## config.mk

```make
export PLATFORM = sky130hd
export DESIGN_NAME = exc_ctrl
export DESIGN_NICKNAME = d
export VERILOG_FILES = /design/src/rtl/exc_ctrl.sv
export SDC_FILE = /design/constraint.sdc
export NUM_CORES = 1
export LEC_CHECK = 0
export ABC_AREA = 1
export CAP_MARGIN = 20
export CORE_UTILIZATION = 30
export CTS_BUF_LIST = sky130_fd_sc_hd__clkbuf_4 sky130_fd_sc_hd__clkbuf_8
export DETAILED_ROUTE_END_ITERATION = 10
export DONT_BUFFER_PORTS = 1
export PLACE_DENSITY = 0.45
export SYNTH_ARGS = -nofsm -noshare
export SYNTH_HDL_FRONTEND = slang
export SYNTH_SLANG_ARGS = --single-unit
```

## constraint.sdc

```tcl
create_clock -name clk -period 4.9 [get_ports clk]
set_clock_uncertainty 0.2 [all_clocks]
set_input_delay 0.98 -clock clk [delete_from_list [all_inputs] [get_ports clk]]
set_output_delay 0.98 -clock clk [all_outputs]
set_load 0.05 [all_outputs]
```

## src/rtl/exc_ctrl.sv

```systemverilog
// CP0 exception controller: SR/Cause/EPC/PRId, interrupt and exception entry, eret return.
// Optional macro EXC_BD_EN enables branch-delay-slot aware EPC and Cause.BD.
module exc_ctrl (
  input  logic        clk,
  input  logic        reset,
  input  logic [31:0] PC_M,
  input  logic        ExcGot_M,
  input  logic [4:0]  ExcCode_M,
  input  logic        BD_M,
  input  logic        Eret_M,
  input  logic        CP0We,
  input  logic [4:0]  CP0Addr,
  input  logic [31:0] CP0WD,
  input  logic [5:0]  HWInt,
  output logic [31:0] CP0RD,
  output logic        Req,
  output logic [31:0] NPC,
  output logic [31:0] EPC
);

  localparam logic [31:0] PRID_VALUE  = 32'h0000_7A01;
  localparam logic [31:0] HANDLER_PC  = 32'h0000_4180;

  typedef enum logic {RUN, FLUSH} state_t;

  state_t      state, next_state;
  logic [5:0]  sr_im;
  logic        sr_exl, sr_ie;
  logic        cause_bd;
  logic [5:0]  cause_ip;
  logic [4:0]  cause_exc;
  logic [31:0] epc_reg;

  logic        int_req, exc_req, take_exc, take_eret, do_write;
  logic [31:0] entry_pc;
  logic        entry_bd;
  logic [31:0] sr_val, cause_val;

  // Entry PC selection; the delay-slot case points EPC back at the branch.
`ifdef EXC_BD_EN
  assign entry_pc = BD_M ? (PC_M - 32'd4) : PC_M;
  assign entry_bd = BD_M;
  logic unused_ok;
  assign unused_ok = ^entry_pc[1:0];
`else
  assign entry_pc = PC_M;
  assign entry_bd = 1'b0;
  logic unused_ok;
  assign unused_ok = ^{BD_M, entry_pc[1:0]};
`endif

  assign sr_val    = {16'b0, sr_im, 8'b0, sr_exl, sr_ie};
  assign cause_val = {cause_bd, 15'b0, cause_ip, 3'b0, cause_exc, 2'b0};
  assign EPC       = epc_reg;

  always_comb begin
    CP0RD = 32'b0;
    case (CP0Addr)
      5'd12:   CP0RD = sr_val;
      5'd13:   CP0RD = cause_val;
      5'd14:   CP0RD = epc_reg;
      5'd15:   CP0RD = PRID_VALUE;
      default: CP0RD = 32'b0;
    endcase
  end

  // In FLUSH the M stage holds a bubble, so every event source is masked.
  always_comb begin
    int_req    = 1'b0;
    exc_req    = 1'b0;
    take_exc   = 1'b0;
    take_eret  = 1'b0;
    do_write   = 1'b0;
    Req        = 1'b0;
    NPC        = 32'b0;
    next_state = RUN;
    if (state == RUN) begin
      int_req   = (|(HWInt & sr_im)) & sr_ie & ~sr_exl;
      exc_req   = ExcGot_M & ~sr_exl;
      take_exc  = int_req | exc_req;
      take_eret = ~take_exc & Eret_M;
      do_write  = ~take_exc & ~Eret_M & CP0We;
      if (take_exc) begin
        Req = 1'b1;
        NPC = HANDLER_PC;
      end else if (take_eret) begin
        Req = 1'b1;
        NPC = epc_reg;
      end
      next_state = Req ? FLUSH : RUN;
    end
  end

  always_ff @(posedge clk or posedge reset) begin
    if (reset) state <= RUN;
    else       state <= next_state;
  end

  // CP0 register file; IP tracks the interrupt lines every cycle regardless of state.
  always_ff @(posedge clk or posedge reset) begin
    if (reset) begin
      sr_im     <= 6'b0;
      sr_exl    <= 1'b0;
      sr_ie     <= 1'b0;
      cause_bd  <= 1'b0;
      cause_ip  <= 6'b0;
      cause_exc <= 5'b0;
      epc_reg   <= 32'b0;
    end else begin
      cause_ip <= HWInt;
      if (take_exc) begin
        sr_exl    <= 1'b1;
        cause_exc <= int_req ? 5'd0 : ExcCode_M;
        cause_bd  <= entry_bd;
        epc_reg   <= {entry_pc[31:2], 2'b00};
      end else if (take_eret) begin
        sr_exl <= 1'b0;
      end else if (do_write) begin
        if (CP0Addr == 5'd12) begin
          sr_im  <= CP0WD[15:10];
          sr_exl <= CP0WD[1];
          sr_ie  <= CP0WD[0];
        end else if (CP0Addr == 5'd14) begin
          epc_reg <= {CP0WD[31:2], 2'b00};
        end
      end
    end
  end

endmodule
```

==> results_dict.tcl <==
set metrics [dict create \
    numClockSinks 50 \
    yosysTopAreaCell "dfrtp_1" \
    p_sw_mw 1.35 \
    setup_viol 0 \
    coreArea_um2 9770 \
    reg2reg_depth 12 \
    crit_path_max_fanout 17 \
    dp_slack_ns 0.940 \
    max-vdd-ir-drop_uv 230 \
    insertedDiodeCount 0 \
    path_class "input pin to output port" \
    worstPathArrival_ns 2.72 \
    tns_ns 0 \
    cts-root-buf "clkbuf_8" \
    async_flop_share_pct 100 \
    syn_inst 458 \
    synth_edf_count 0 \
    start_util_pct 30.9 \
    reg2reg_from "sr_im[4]" \
    crit_path_frequent_cell "nand2_1" \
    ys.flop_type "dfrtp_1" \
    postCtsSetupRepairBufs 0 \
    firstDrtPassIters 4 \
    finalHoldViolCount 0 \
    min_path_cells 2 \
    place_congestion 0.799 \
    grt_usage_pct 18.1 \
    clk_latency_ns 0.31 \
    grt_pass1_wl_um 14400 \
    maxCapViolCount 0 \
    grt_setup_unrepaired "no" \
    synth_seq_cells 50 \
    clkPwrFrac_pct 15.4 \
    die_area_um2 10500 \
    ioPinCount 183 \
    rows 36 \
    via_per_inst 4.76 \
    first_global_vias 2706 \
    fp.dieW_um 102 \
    grt_max_degree 43 \
    reg2reg_to "EPC[22]" \
    final_util_pct 37.7 \
    p_leak_nw 2.06 \
    htreeDepth 2 \
    period_minus_slack_ns 3.90 \
    min-delay-start "cause_exc[3]" \
    numCtsBuffers 5 \
    crit_chain "nand2_1 > nand2_1 > nor2_1 > nand2_1 > nand2_4 > nand3_1 > buf_4 > o21ai_1 > buf_4" \
    hp-class "flip-flop to flip-flop" \
    finalCritPeriodShare_pct 79.5 \
    wl_um 9510 \
    yosysWarnings 0 \
    p_int_mw 1.03 \
    synth_top_area_share_pct 41.4 \
    p_seq_share_pct 46.4 \
    cts_tree "built" \
    required_ns 3.72 \
    n_fill_cell 1045 \
    slowest_delay_ns 0.52 \
    clk_pin_slew_ns 0.09 \
    cpMaxStageDelayCell "nand3_1" \
    switching_share_pct 56.7 \
    ys_types 22 \
    max_freq_ghz 0.257 \
    synth.cell_area_um2 3020 \
    tightest_slew_ns 1.01 \
    ys_seq_area_share_pct 41.4 \
    drc 0 \
    p_per_area_nw_per_um2 645 \
    area_growth_pct 21.8 \
    start_kind "input pin" \
    ys_top_cells_by_count "nand2_1, nand3_1, nor2_1" \
    drt_iter0_drc 123 \
    combPwrFrac_pct 38.3 \
    status "completed" \
    cts_resized 0 \
    antenna_found_initial 0 \
    setup_slack_ns 1.00 \
    synth_area_leaders "dfrtp_1, nand2_1, nand3_1, nor2_1, inv_1" \
    holdBufCountCts 0 \
    avgSynthCellArea_um2 6.60 \
    min_to "cause_exc[3]" \
    final_max_slew_viol_count 0 \
    max_slew_margin_pct 32.3 \
    clk_path_buf_depth 2 \
    r2r_setup_slack_ns 1.98 \
    layout.nets 590 \
    dr_total_vias 3039 \
    hpwlAfterDp_um 6950 \
    io_buffers 0 \
    wl_per_cell_um 14.9 \
    drive_gt1_share_pct 16.6 \
    detail-route-antenna-nets 0 \
    endpoint_kind "output port" \
    synth_most_common_cell "nand2_1" \
    die_y_um 102 \
    overflow 0 \
]
layer usage:
metal / vias to the layer above / routed length [µm] / global-route usage, %
li1: 1498 / - / -
met1: 1399 / 4380 / 24.3
met2: 134 / 4300 / 28.8
met3: 8 / 709 / 5.13
met4: 0 / 114 / 4.62
met5: - / 0 / 0
cell usage in the layout, fill, tap and decap left out:
master and count:
a21oi_1 1, buf_12 1, buf_4 67, bufinv_16 2
clkbuf_8 6, conb_1 4, dfrtp_1 50, inv_1 45
inv_2 3, nand2_1 174, nand2_2 2, nand2_4 1
nand3_1 64, nand4_1 2, nand4_2 1, nor2_1 53
nor3_4 1, nor3b_1 1, o2111ai_1 4, o211ai_1 2
o21ai_0 5, o21ai_1 16
cell type report:
class / count / area [µm²] / area share, %
clock buffers: 6 / 82.6 / 2.24
flip-flops and latches: 50 / 1250 / 34.0
well taps: 133 / 166 / 4.52
clock inverters: 2 / 60.1 / 1.63
multi-input cells: 331 / 1420 / 38.6
inverters: 48 / 180 / 4.89
repair buffers: 68 / 523 / 14.2
worst max path at each step:
stage	from	endpoint
floorplan	CP0Addr[1]	CP0RD[0]
CTS	HWInt[4]	NPC[7]
detailed placement	HWInt[4]	NPC[7]
global route	HWInt[4]	NPC[7]
finish	HWInt[5]	NPC[7]
global placement	HWInt[5]	NPC[7]
cell families (layout without fill, tap and decap cells):
kind of cell | count (synthesis) | count (layout) | synth area share (%)
AND/OR/NAND/NOR | 299 | 299 | 41.2
buffers and inverters | 80 | 124 | 12.0
flip-flops | 50 | 50 | 41.4
AO/OA/AOI/OAI | 28 | 28 | 5.30
other | 1 | 4 | 0.124
flip-flops by register name, summed over array words and instances, names as in the netlist:
signal,cells
sr_ie,1
sr_im,6
EPC,30
cause_exc,5
state,1
sr_exl,1
cause_ip,6
power groups by stage:
| stage | clock network [mW] | registers (mW) | logic (mW) |
|---|---|---|---|
| CTS | 0.372 | 1.11 | 0.919 |
| global route | 0.390 | 1.13 | 1.02 |
| finish | 0.365 | 1.10 | 0.910 |
| detailed placement | 0 | 1.11 | 0.917 |
| floorplan | 0 | 1.06 | 0.734 |
| global placement | 0 | 1.11 | 0.902 |
metrics by stage:
step                hold slack, ns  total power, mW  area, µm²  cells
finish                       0.304             2.38       3680    638
global placement             0.275             2.01       3520    629
global route                 0.344             2.54       3680    638
CTS                          0.307             2.40       3680    638
detailed placement           0.282             2.03       3540    630
floorplan                    0.253             1.80       3040    461
worst max-delay path, delay by kind of cell:
kind / cells / cell delay (ns)
compound gates: 1 / 0.14
buf+inv: 2 / 0.65
simple gates: 6 / 0.95
No activity file was read; power rests on OpenSTA's default activity.
